[src/rtl/load_store_unit_if.sv]
// rtl/load_store_unit_if.sv - CPU request/response and data-memory port bundle for the load/store unit
interface load_store_unit_if #(
  parameter int ADDR_W = 32,
  parameter int DATA_W = 32
);
  // CPU request side
  logic              req_valid;
  logic              req_ready;
  logic              req_write;
  logic [1:0]        req_size;
  logic              req_signed;
  logic [ADDR_W-1:0] req_addr;
  logic [DATA_W-1:0] req_wdata;

  // CPU response side
  logic              resp_valid;
  logic              resp_ready;
  logic [DATA_W-1:0] resp_rdata;
  logic              resp_error;

  // Data-memory side
  logic [ADDR_W-1:0] mem_address;
  logic [DATA_W-1:0] mem_write_data;
  logic              mem_write;
  logic              mem_read;
  logic [DATA_W-1:0] mem_read_data;

  // Load/store unit view
  modport slave (
    input  req_valid, req_write, req_size, req_signed, req_addr, req_wdata,
    input  resp_ready, mem_read_data,
    output req_ready, resp_valid, resp_rdata, resp_error,
    output mem_address, mem_write_data, mem_write, mem_read
  );

  // CPU plus memory view
  modport master (
    output req_valid, req_write, req_size, req_signed, req_addr, req_wdata,
    output resp_ready, mem_read_data,
    input  req_ready, resp_valid, resp_rdata, resp_error,
    input  mem_address, mem_write_data, mem_write, mem_read
  );
endinterface

[src/rtl/load_store_unit.sv]
// rtl/load_store_unit.sv - byte/half/word load-store initiator with sub-word read-modify-write
module load_store_unit #(
  parameter int ADDR_W = 32,
  parameter int DATA_W = 32
) (
  input logic             clk,
  input logic             rst,
  load_store_unit_if.slave bus
);

  typedef enum logic [2:0] {IDLE, LOAD, STORE, RMW_RD, RMW_WR, RESP} state_t;

  state_t            state_q;
  logic [1:0]        lane_q;
  logic [1:0]        size_q;
  logic              signed_q;
  logic [DATA_W-1:0] wdata_q;
  logic [ADDR_W-1:0] mem_address_q;
  logic [DATA_W-1:0] mem_write_data_q;
  logic              mem_write_q;
  logic              mem_read_q;
  logic              resp_valid_q;
  logic [DATA_W-1:0] resp_rdata_q;
  logic              resp_error_q;

  logic              req_bad_d;
  logic [4:0]        shift_d;
  logic [DATA_W-1:0] shifted_d;
  logic [DATA_W-1:0] load_ext_d;
  logic [DATA_W-1:0] lane_mask_d;
  logic [DATA_W-1:0] merge_d;

  // Request legality, load lane extraction and store lane merge
  always_comb begin
    req_bad_d   = (bus.req_size == 2'b11) ||
                  (bus.req_size == 2'b01 && bus.req_addr[0]) ||
                  (bus.req_size == 2'b10 && bus.req_addr[1:0] != 2'b00);
    shift_d     = {lane_q, 3'b000};
    shifted_d   = bus.mem_read_data >> shift_d;
    load_ext_d  = bus.mem_read_data;
    case (size_q)
      2'b00:   load_ext_d = {{(DATA_W-8){signed_q & shifted_d[7]}}, shifted_d[7:0]};
      2'b01:   load_ext_d = {{(DATA_W-16){signed_q & shifted_d[15]}}, shifted_d[15:0]};
      default: load_ext_d = bus.mem_read_data;
    endcase
    lane_mask_d = (size_q == 2'b00) ? ({{(DATA_W-8){1'b0}}, 8'hFF} << shift_d)
                                    : ({{(DATA_W-16){1'b0}}, 16'hFFFF} << shift_d);
    merge_d     = (bus.mem_read_data & ~lane_mask_d) | ((wdata_q << shift_d) & lane_mask_d);
  end

  // Access sequencer with registered memory strobes and response
  always_ff @(posedge clk or posedge rst) begin
    if (rst) begin
      state_q          <= IDLE;
      lane_q           <= 2'b00;
      size_q           <= 2'b00;
      signed_q         <= 1'b0;
      wdata_q          <= '0;
      mem_address_q    <= '0;
      mem_write_data_q <= '0;
      mem_write_q      <= 1'b0;
      mem_read_q       <= 1'b0;
      resp_valid_q     <= 1'b0;
      resp_rdata_q     <= '0;
      resp_error_q     <= 1'b0;
    end else begin
      case (state_q)
        IDLE: begin
          if (bus.req_valid) begin
            lane_q        <= bus.req_addr[1:0];
            size_q        <= bus.req_size;
            signed_q      <= bus.req_signed;
            wdata_q       <= bus.req_wdata;
            mem_address_q <= {bus.req_addr[ADDR_W-1:2], 2'b00};
            resp_rdata_q  <= '0;
            resp_error_q  <= 1'b0;
            if (req_bad_d) begin
              resp_valid_q <= 1'b1;
              resp_error_q <= 1'b1;
              state_q      <= RESP;
            end else if (!bus.req_write) begin
              mem_read_q <= 1'b1;
              state_q    <= LOAD;
            end else if (bus.req_size == 2'b10) begin
              mem_write_q      <= 1'b1;
              mem_write_data_q <= bus.req_wdata;
              state_q          <= STORE;
            end else begin
              mem_read_q <= 1'b1;
              state_q    <= RMW_RD;
            end
          end
        end
        LOAD: begin
          mem_read_q   <= 1'b0;
          resp_rdata_q <= load_ext_d;
          resp_valid_q <= 1'b1;
          state_q      <= RESP;
        end
        STORE: begin
          mem_write_q  <= 1'b0;
          resp_valid_q <= 1'b1;
          state_q      <= RESP;
        end
        RMW_RD: begin
          // Merge straight from the read data so the write strobe follows with no gap
          mem_read_q       <= 1'b0;
          mem_write_q      <= 1'b1;
          mem_write_data_q <= merge_d;
          state_q          <= RMW_WR;
        end
        RMW_WR: begin
          mem_write_q  <= 1'b0;
          resp_valid_q <= 1'b1;
          state_q      <= RESP;
        end
        RESP: begin
          if (bus.resp_ready) begin
            resp_valid_q <= 1'b0;
            state_q      <= IDLE;
          end
        end
        default: state_q <= IDLE;
      endcase
    end
  end

  assign bus.req_ready      = (state_q == IDLE);
  assign bus.resp_valid     = resp_valid_q;
  assign bus.resp_rdata     = resp_rdata_q;
  assign bus.resp_error     = resp_error_q;
  assign bus.mem_address    = mem_address_q;
  assign bus.mem_write_data = mem_write_data_q;
  assign bus.mem_write      = mem_write_q;
  assign bus.mem_read       = mem_read_q;

endmodule

[src/flat_wrapper.sv]
// flat-port wrapper written by rule: the top's interface ports become plain ports
module load_store_unit_flat 
#(
  parameter int ADDR_W = 32,
  parameter int DATA_W = 32
)
  (clk, rst, bus_req_valid, bus_req_write, bus_req_size, bus_req_signed, bus_req_addr, bus_req_wdata, bus_resp_ready, bus_mem_read_data, bus_req_ready, bus_resp_valid, bus_resp_rdata, bus_resp_error, bus_mem_address, bus_mem_write_data, bus_mem_write, bus_mem_read);
  load_store_unit_if #(.ADDR_W(ADDR_W), .DATA_W(DATA_W)) bus_i ();
  input logic clk;
  input logic rst;
  input wire logic [$bits(bus_i.req_valid)-1:0] bus_req_valid;
  input wire logic [$bits(bus_i.req_write)-1:0] bus_req_write;
  input wire logic [$bits(bus_i.req_size)-1:0] bus_req_size;
  input wire logic [$bits(bus_i.req_signed)-1:0] bus_req_signed;
  input wire logic [$bits(bus_i.req_addr)-1:0] bus_req_addr;
  input wire logic [$bits(bus_i.req_wdata)-1:0] bus_req_wdata;
  input wire logic [$bits(bus_i.resp_ready)-1:0] bus_resp_ready;
  input wire logic [$bits(bus_i.mem_read_data)-1:0] bus_mem_read_data;
  output wire logic [$bits(bus_i.req_ready)-1:0] bus_req_ready;
  output wire logic [$bits(bus_i.resp_valid)-1:0] bus_resp_valid;
  output wire logic [$bits(bus_i.resp_rdata)-1:0] bus_resp_rdata;
  output wire logic [$bits(bus_i.resp_error)-1:0] bus_resp_error;
  output wire logic [$bits(bus_i.mem_address)-1:0] bus_mem_address;
  output wire logic [$bits(bus_i.mem_write_data)-1:0] bus_mem_write_data;
  output wire logic [$bits(bus_i.mem_write)-1:0] bus_mem_write;
  output wire logic [$bits(bus_i.mem_read)-1:0] bus_mem_read;
  assign bus_i.req_valid = bus_req_valid;
  assign bus_i.req_write = bus_req_write;
  assign bus_i.req_size = bus_req_size;
  assign bus_i.req_signed = bus_req_signed;
  assign bus_i.req_addr = bus_req_addr;
  assign bus_i.req_wdata = bus_req_wdata;
  assign bus_i.resp_ready = bus_resp_ready;
  assign bus_i.mem_read_data = bus_mem_read_data;
  assign bus_req_ready = bus_i.req_ready;
  assign bus_resp_valid = bus_i.resp_valid;
  assign bus_resp_rdata = bus_i.resp_rdata;
  assign bus_resp_error = bus_i.resp_error;
  assign bus_mem_address = bus_i.mem_address;
  assign bus_mem_write_data = bus_i.mem_write_data;
  assign bus_mem_write = bus_i.mem_write;
  assign bus_mem_read = bus_i.mem_read;
  load_store_unit #(.ADDR_W(ADDR_W), .DATA_W(DATA_W)) u_core (.clk(clk), .rst(rst), .bus(bus_i));
endmodule
[config.mk]
export PLATFORM = sky130hd
export DESIGN_NAME = load_store_unit_flat
export DESIGN_NICKNAME = d
export VERILOG_FILES = /design/src/rtl/load_store_unit_if.sv /design/src/rtl/load_store_unit.sv /design/src/flat_wrapper.sv
export SDC_FILE = /design/constraint.sdc
export NUM_CORES = 1
export LEC_CHECK = 0
export BUFFER_PORTS_ARGS = -buffer_cell sky130_fd_sc_hd__buf_2
export CAP_MARGIN = 20
export CELL_PAD_IN_SITES_DETAIL_PLACEMENT = 0
export CELL_PAD_IN_SITES_GLOBAL_PLACEMENT = 2
export CORE_UTILIZATION = 26
export DETAILED_ROUTE_END_ITERATION = 10
export PLACE_DENSITY = 0.81
export SKIP_LAST_GASP = 1
export SLEW_MARGIN = 40
export SYNTH_ARGS = -nofsm -noshare
export SYNTH_HDL_FRONTEND = slang
export SYNTH_SLANG_ARGS = --single-unit
[constraint.sdc]
create_clock -name clk -period 4.55 [get_ports clk]
set_input_delay 0.455 -clock clk [delete_from_list [all_inputs] [get_ports clk]]
set_output_delay 0.455 -clock clk [all_outputs]
set_load 0.02 [all_outputs]
* Word-level counts from Yosys, hierarchy flattened
Index checks and enable logic that the tools add are counted.
Cells by class: eq/ne operators 16, shift-type cells 4, multiplexer cells 30, bitwise operators 6, reductions and logical operators 22
Operators with widths (count):
- $mux W32 | 6
- $pmux W32 S2 | 3
- $and A32 B32 Y32 | 2
- $not A32 Y32 | 1
- $or A32 B32 Y32 | 1
- $shl A16 B5 Y32 const A | 1
- $shl A32 B5 Y32 | 1
- $shl A8 B5 Y32 const A | 1
- $shr A32 B5 Y16 | 1
- $mux W1 | 13
- $mux W3 | 4
- $pmux W3 S4 | 1
- $reduce_and A5 Y1 | 2
- $ne A2 B2 Y1 const B | 4
- $reduce_and A4 Y1 | 2
- $reduce_bool A2 Y1 | 4
- $eq A3 B2 Y1 const B | 2
- $eq A3 B3 Y1 const B | 2
- $pmux W1 S3 | 2
- $reduce_and A2 Y1 | 3
- $reduce_bool A3 Y1 | 2
- $eq A2 B1 Y1 const B | 2
- $eq A2 B2 Y1 const B | 2
- $ne A2 B1 Y1 const B | 2
- 10 further kinds | 14
Storage, ports and cells: flip-flop bits (word level) 138, input port bits 104, output and inout port bits 101, logic and storage cells 90

* Longest topological paths before layout
Gate-level depths: netlist of the first run.
depth in word-level cells 7, depth in mapped cells 7, mapped depth without buffers 4

* Least setup slack after synthesis of the first run
Ideal clock, no wire load.
path type reg-to-reg, start point register u_core.state_q[0], end point register u_core.mem_address_q[10], in the netlist u_core.bus.mem_address[10], arrival 1.919 ns, path slack 2.515 ns, stages on the path, launching flop included 8, buffers on the path 3, period minus slack after synthesis 2.035 ns, path through dfrtp_1 -> buf_2 -> nor3_1 -> nand2_1 -> clkbuf_1 -> clkbuf_1 -> nand2_1 -> nand2_1
On the way: longest elaborated chain between the ends 2
Ends and longest elaborated chain:
- start: declaration | RTL line load_store_unit.sv:13 | state_t state_q;
- start signal: assignment | RTL line load_store_unit.sv:54 | state_q <= IDLE;
- start signal: assignment | RTL line load_store_unit.sv:80 | state_q <= RESP;
- start signal: assignment | RTL line load_store_unit.sv:83 | state_q <= LOAD;
- $logic_not A3 Y1
- net bus_req_ready | RTL line flat_wrapper.sv:19 | output wire logic [$bits(bus_i.req_ready)-1:0] bus_req_ready;
- $reduce_and A2 Y1 (no source line)
- end signal: assignment | RTL line load_store_unit.sv:74 | mem_address_q <= {bus.req_addr[ADDR_W-1:2], 2'b00};
- end: declaration | RTL line load_store_unit.sv:18 | logic [ADDR_W-1:0] mem_address_q;
The timed path passes the listed nets, and every way through them passes these cells. A chain may end at the register's enable or synchronous reset.

* Worst setup path after layout of the first run
start point register u_core.lane_q[1], end point register u_core.resp_rdata_q[21], in the netlist u_core.bus.resp_rdata[21]
On the way: longest elaborated chain between the ends 4, elaborated cells between the ends (all ways) 5
Ends and longest elaborated chain:
- start: declaration | RTL line load_store_unit.sv:14 | logic [1:0] lane_q;
- start signal: assignment | RTL line load_store_unit.sv:70 | lane_q <= bus.req_addr[1:0];
- $shr A32 B5 Y16 (*) | RTL line load_store_unit.sv:39 | shifted_d = bus.mem_read_data >> shift_d;
- $and A1 B1 Y1 (on tied branches) | RTL line load_store_unit.sv:43, load_store_unit.sv:42
- $pmux W32 S2 (*) | RTL line load_store_unit.sv:41 | case (size_q)
- $pmux W32 S2 (*) | RTL line load_store_unit.sv:67 | case (state_q)
- end signal: assignment | RTL line load_store_unit.sv:96 | resp_rdata_q <= load_ext_d;
- end: declaration | RTL line load_store_unit.sv:23 | logic [DATA_W-1:0] resp_rdata_q;
Mark *: on every way between the ends. The rest lies on a longest branch, timed or not.

==> metrics.txt, run 1 <==
Post-synth EDFFs 0; Synth async-reset ratio 1.00; # Post-CTS Setup Buffers 0; status finished, final reports clean; Clk Latency, worst-skew pair between 400 and 500 ps; maximum vdd drop 0.266 mV; Area contributors post-synth dfrtp_1 50%, nand2_1 13%, mux2_1 4.3%; Post-CTS Hold Fix Bufs 0; Tot GR Track Use 0.183; most common cell after layout, fill and taps aside nand2_1; TritonCTS clock tree built; largest net degree at the start of global routing 65; commonest cells after routing, fill and taps aside 208 x nand2_1, 202 x buf_2, 121 x dfrtp_1; Fin. Hold Viols 0; via density per instance between 4 and 5; syn_area_per_cell approximately 9.6 um2; relative slew slack 0.442; biggest area consumer among synthesized cells dfrtp_1; layout cells sized above 1 0.324; Max Clock Freq 0.407 GHz; Least-Margin Pin Slew 837 ps; met2 usage 0.279; XOR/XNOR Fraction of Synth Area 0.00144; Pleak around 0.0038 uW; I/O pin cnt just over 200; RSZ-0062 raised after global routing no; Synth Area in Compound Gates 0.177; total power about 5700 uW; core area roughly 23,000 um2; mux cell area share after synthesis 0.104; drt first pass iters 5; sequential share of the synthesized area 0.502; crit-path max FO 25; Max clock buf depth 2; H-tree depth 4; root buffer cell clkbuf_16; Die Y approximately 150 um; Layout Nets a little over 900; GR peak layer met2; ys flop type dfrtp_1; Final Routed Wirelength 21.6 mm; CP Capture Type register; CTS Buf Count 17; via count 5,424; critical-path cell list nor2b_1, a2bb2oi_1, a2111oi_4, buf_4, a221o_1; setup TNS 0 ps; Row Count 55; number of instances in the placed design 1,107; Post-Syn Instances roughly 640; GR Util met1 0.243; GPL Wtd Cong just over 0.8; antenna violations before repair 6; largest family of logic cells by synthesized area compound AO/OA/AOI/OAI gates; post-route ant nets 0; post-route DRC violation count 0; Simple-Gate Fraction of Synth Area 0.164; YS warnings 0; GRT overflow 0; fin crit share 0.539; Seq cells post-synth 122; pwr/cell area about 700 nW/um2; post-CTS sizing 0; Final min period 2450 ps; clock sink count around 120; met3 GRT Util 0.0671; number of port buffers about 200; Layout area overhead 31.2%; CP max stage delay approximately 610 ps; vias in the first global route about 5,300; CP max stage cell dfrtp_2; WP data required ~5000 ps; Max Cap Viol 0; clock slew at reported path FFs 60 ps; fin cells around 1,100; DP HPWL roughly 16 mm; Critical Path Start Type register; adder-cell share of the synthesized area 0.00165; first-pass GRT wire length 32.7 mm; kind of critical path reg -> reg; post-DR wirelength/cell 18.9 um; arrival time at the worst endpoint ~2800 ps; share of the synthesized area in the top cell type 0.502; post-synth cell types 52; Die Area roughly 24,000 um2; Setup-failing EPs final 0; die width 155 um; crit-path leading delay family compound AO/OA/AOI/OAI gates; fillers around 2,400; Max Slew Vio Count 0; synthesized area around 6100 um2; Initial Utilization 0.267; HP Class in -> async; Buf+Inv Stages, Crit Path 1; DR iter-0 viols 357; Setup Skew 8.39 ps
-- worst paths after layout --
| check | start | end | slack (ps) | cells past startpoint |
|---|---|---|---|---|
| worst max-delay path | u_core.lane_q[1] | u_core.bus.resp_rdata[21] | 2100 | 5 |
| worst min-delay path | rst | u_core.bus.resp_rdata[25] | 130 | 2 |
| worst max register to register | u_core.lane_q[1] | u_core.bus.resp_rdata[21] | 2100 | 5 |
| worst min register to register | u_core.bus.mem_address[6] | u_core.bus.mem_address[6] | 470 | 2 |
| max in group asynchronous | rst | u_core.wdata_q[9] | 3380 | 3 |
| min in group clk | bus_req_addr[27] | u_core.bus.mem_address[27] | 220 | 3 |
-- cells in the mapped netlist, types with 2 or more instances --
master / n
nand2_1: 209
dfrtp_1: 122
clkbuf_1: 29
mux2i_1: 25
mux2_1: 23
o21ai_0: 19
o31ai_1: 18
a221o_1: 17
buf_2: 17
o311ai_0: 15
nor2_1: 13
a21oi_1: 12
inv_1: 12
mux2_2: 9
a211oi_1: 8
nand3_1: 8
o211ai_1: 8
o22ai_1: 8
o32ai_1: 8
a22oi_1: 7
o221ai_1: 7
buf_4: 3
buf_6: 3
nor2b_1: 3
nand2b_1: 2
nand3b_1: 2
o21a_1: 2
or2_2: 2
-- worst reg2reg max path: cells and delay by family, from the launching register on --
family	cells	cell delay (ps)
simple gates	1	570
buf+inv	1	280
compound gates	3	940
flops	1	610
-- where the power goes --
group          total [uW]  internal (uW)  switching [uW]
Combinational        2290            829            1470
Sequential           1960           1550             408
Clock                1450            912             540
Total                5700           3290            2410
-- cell families (layout without fill, tap and decap cells) --
kind of cell	after synthesis	in the layout
fa+ha+maj	1	1
flops	122	122
other cells	1	4
simple gates	247	247
buf+inv	65	255
mux	58	58
xor+xnor	1	1
compound gates	140	140
-- metrics by stage --
stage | instance area [um2] | worst slack, ps | utilization | hold slack (ps)
detailed placement | 7330 | 1970 | 0.322 | 458
CTS | 7960 | 1940 | 0.350 | 154
finish | 7970 | 2100 | 0.350 | 133
floorplan | 6080 | 852 | - | 467
global placement | 7290 | 1870 | 0.320 | 452
global route | 7970 | 1930 | 0.350 | 184
-- state kept, by name (all words and copies together), names as in the netlist --
name and count:
u_core.bus.mem_address 30, u_core.bus.mem_read 1, u_core.bus.mem_write 1, u_core.bus.mem_write_data 32, u_core.bus.resp_error 1, u_core.bus.resp_rdata 32, u_core.bus.resp_valid 1, u_core.lane_q 2
u_core.signed_q 1, u_core.size_q 2, u_core.state_q 3, u_core.wdata_q 16
-- per-layer routing --
layer | vias up | wire length (um)
li1 | 2606 | -
met1 | 2577 | 9800
met2 | 210 | 9620
met3 | 23 | 1890
met4 | 8 | 210
met5 | - | 50
-- final cells by class --
type                       count  area (um2)  share of cell area
antenna                        2        5.00            0.000628
clock buffer                  20         467              0.0586
clock inverter                12         163              0.0204
inverter                      13        51.3             0.00644
multi-input combinational    449        2750               0.345
sequential                   122        3050               0.383
tap                          313         392              0.0491
timing repair buffer         210        1090               0.137
Power figures use the tool's default switching activity.
==> run 2: changes to the inputs <==
--- a/config.mk
+++ b/config.mk
@@ -5,13 +5,14 @@
 export SDC_FILE = /design/constraint.sdc
 export NUM_CORES = 1
 export LEC_CHECK = 0
+export ABC_AREA = 1
 export BUFFER_PORTS_ARGS = -buffer_cell sky130_fd_sc_hd__buf_2
 export CAP_MARGIN = 20
 export CELL_PAD_IN_SITES_DETAIL_PLACEMENT = 0
 export CELL_PAD_IN_SITES_GLOBAL_PLACEMENT = 2
-export CORE_UTILIZATION = 26
+export CORE_UTILIZATION = 25
 export DETAILED_ROUTE_END_ITERATION = 10
-export PLACE_DENSITY = 0.81
+export PLACE_DENSITY = 0.86
 export SKIP_LAST_GASP = 1
 export SLEW_MARGIN = 40
 export SYNTH_ARGS = -nofsm -noshare
==> constraint.sdc (replaced) <==
create_clock -name clk -period 2.1 [get_ports clk]
set_input_delay 0.21 -clock clk [delete_from_list [all_inputs] [get_ports clk]]
set_output_delay 0.21 -clock clk [all_outputs]
set_load 0.02 [all_outputs]
==> run 2 against run 1 <==
Against the previous run:
- core utilization down 0.57 points
- combinational power rose to 3.0 times the previous value
- wire length up 14%
- final cell count up 38%
- die area up 17%
- clock skew up 2.3 ps
- largest power group unchanged
- clock-buffer cell count down 3
- highest routed layer unchanged
- maximum frequency up 35%
- worst setup slack worse by 1800 ps
==> metrics.txt, run 2 <==
I/O pin cnt 205 (unchanged); Simple-Gate Fraction of Synth Area 0.368 (was 0.164); vias in the first global route 6,972 (was 5,343); Post-synth EDFFs 0 (unchanged); Post-Syn Instances 986 (was 635); share of the synthesized area in the top cell type 0.473 (was 0.502); relative slew slack 0.615 (was 0.442); post-DR wirelength/cell 15.6 um (was 18.9 um); commonest cells after routing, fill and taps aside 484 x nand2_1, 202 x buf_2, 130 x dfrtp_1 (was 208 x nand2_1, 202 x buf_2, 121 x dfrtp_1); Synth async-reset ratio 1.00 (unchanged); arrival time at the worst endpoint 2130 ps (was 2810 ps); most common cell after layout, fill and taps aside nand2_1 (unchanged); Clk Latency, worst-skew pair 430 ps (was 420 ps); root buffer cell clkbuf_16 (unchanged); number of port buffers 202 (unchanged); setup TNS 0 ps (unchanged); Fin. Hold Viols 0 (unchanged); Pleak 0.00522 uW (was 0.00384 uW); layout cells sized above 1 0.235 (was 0.324); kind of critical path reg -> reg (unchanged); status finished, final reports clean (unchanged); core area 27,000 um2 (was 22,800 um2); Max Cap Viol 0 (unchanged); Setup Skew 10.6 ps (was 8.39 ps); Area contributors post-synth dfrtp_1 47%, nand2_1 26%, nand3_1 5.0% (was dfrtp_1 50%, nand2_1 13%, mux2_1 4.3%); maximum vdd drop 0.501 mV (was 0.266 mV); antenna violations before repair 5 (was 6); GPL Wtd Cong 0.877 (was 0.815); crit-path max FO 25 (unchanged); biggest area consumer among synthesized cells dfrtp_1 (unchanged); RSZ-0062 raised after global routing no (unchanged); fin crit share 0.864 (was 0.539); mux cell area share after synthesis 0 (was 0.104); crit-path leading delay family simple AND/OR/NAND/NOR gates (was compound AO/OA/AOI/OAI gates); via count 6,987 (was 5,424); commonest cells in the netlist 484 x nand2_1, 130 x dfrtp_1, 69 x nand3_1 (was 209 x nand2_1, 122 x dfrtp_1, 29 x clkbuf_1); Die Area 28,200 um2 (was 24,000 um2); Final min period 1810 ps (was 2450 ps); post-route ant nets 0 (unchanged); ys flop type dfrtp_1 (unchanged); CP max stage cell dfrtp_1 (was dfrtp_2); Row Count 60 (was 55); Layout area overhead 35.0% (was 31.2%); most frequent cell after synthesis nand2_1 (unchanged); YS warnings 0 (unchanged); Seq cells post-synth 130 (was 122); # Post-CTS Setup Buffers 0 (unchanged); Least-Margin Pin Slew 577 ps (was 837 ps); clock sink count 130 (was 122); DP HPWL 18.7 mm (was 15.9 mm); Synth Area in Compound Gates 0.0843 (was 0.177); Setup-failing EPs final 0 (unchanged); CTS Buf Count 17 (unchanged); DR iter-0 viols 405 (was 357); largest family of logic cells by synthesized area simple AND/OR/NAND/NOR gates (was compound AO/OA/AOI/OAI gates); Die Y 168 um (was 155 um); Layout Nets 1,327 (was 917); pwr/cell area 1550 nW/um2 (was 716 nW/um2); Max clock buf depth 2 (unchanged); Tot GR Track Use 0.180 (was 0.183); adder-cell share of the synthesized area 0 (was 0.00165); WP data required 2410 ps (was 4900 ps); most frequent CP cell nand2_1; critical-path cell list nor2_1, nand3_1, nand2_2, nor2_8, nand2_4, clkinv_2, nand2_1, nand2_1 (was nor2b_1, a2bb2oi_1, a2111oi_4, buf_4, a221o_1); die width 168 um (was 155 um); via density per instance 4.43 (was 4.75); sequential share of the synthesized area 0.473 (was 0.502); Buf+Inv Stages, Crit Path 1 (unchanged); XOR/XNOR Fraction of Synth Area 0 (was 0.00144); Max Slew Vio Count 0 (unchanged); clock slew at reported path FFs 60 ps (about the same); GRT overflow 0 (unchanged); CP max stage delay 470 ps (was 610 ps); syn_area_per_cell 6.97 um2 (was 9.57 um2); total power 14,400 uW (was 5700 uW); HP Class in -> reg (was in -> async); TritonCTS clock tree built (unchanged); synthesized area 6870 um2 (was 6080 um2); Final Routed Wirelength 24.7 mm (was 21.6 mm); H-tree depth 4 (unchanged); Initial Utilization 0.255 (was 0.267); post-route DRC violation count 0 (unchanged); largest net degree at the start of global routing 63 (was 65); first-pass GRT wire length 38.8 mm (was 32.7 mm); Max Clock Freq 0.551 GHz (was 0.407 GHz); drt first pass iters 5 (unchanged); post-synth cell types 27 (was 52); Critical Path Start Type register (unchanged); CP Capture Type register (unchanged)
-- run 2: area by class of cell --
type / instances / area [um2]
Timing Repair Buffer: 265 / 1620
Antenna cell: 1 / 2.50
Inverter: 67 / 256
Tap cell: 341 / 427
Sequential cell: 130 / 3250
Multi-Input combinational cell: 742 / 3120
Clock buffer: 17 / 425
Fill cell: 2944 / 17700
Clock inverter: 15 / 174
-- run 2: worst reg2reg max path, cell delays in order (launching register included) --
cell,delay (ps)
dfrtp_1,470
nor2_1,190
nand3_1,160
nand2_2,140
nor2_8,90
nand2_4,70
clkinv_2,320
nand2_1,200
nand2_1,60
-- run 2: final timing paths --
check,startpoint,to,slack (ps),depth (start not counted)
worst max-delay path,u_core.state_q[1],u_core.bus.mem_write_data[11],290,8
worst min-delay path,bus_req_wdata[19],u_core.wdata_q[19],10,3
worst max register to register,u_core.state_q[1],u_core.bus.mem_write_data[11],290,8
worst min register to register,u_core.bus.resp_rdata[27],u_core.bus.resp_rdata[27],470,2
max in group asynchronous,rst,u_core.bus.mem_address[23],1030,4
min in group asynchronous,rst,u_core.bus.mem_address[21],350,3
-- run 2: power by group --
group	internal [uW]	switching, uW	total (uW)
Clock	1790	1300	3090
Combinational	2230	4640	6870
Sequential	3630	805	4440
-- run 2: per-stage QoR --
stage	area, um2	hold slack [ps]	std cells	setup slack [ps]	util
floorplan	6880	320	987	281	-
global placement	8280	266	1505	325	0.307
detailed placement	8280	273	1505	267	0.307
CTS	9280	1.82	1577	253	0.344
global route	9280	6.59	1578	50.0	0.344
finish	9280	10.3	1578	286	0.344
-- run 2: cell families (layout without fill, tap and decap cells) --
kind of cell / after synthesis / after routing
compound gates: 111 / 111
buf+inv: 115 / 364
flops: 130 / 130
other cells: 1 / 3
simple gates: 629 / 629
-- run 2: timing repair --
item,4_1_cts,5_1_grt
hold buffers,40,0
endpoints found under the hold margin,56,0
resized for setup,0,0
-- run 2: per-layer routing --
layer  vias to the layer above  track usage  wire length (um)
met2                       221        0.290             11200
li1                       3540            -                 -
met5                         -            0                40
met3                        39       0.0545              1590
met4                         8       0.0570               548
met1                      3179        0.231             11200
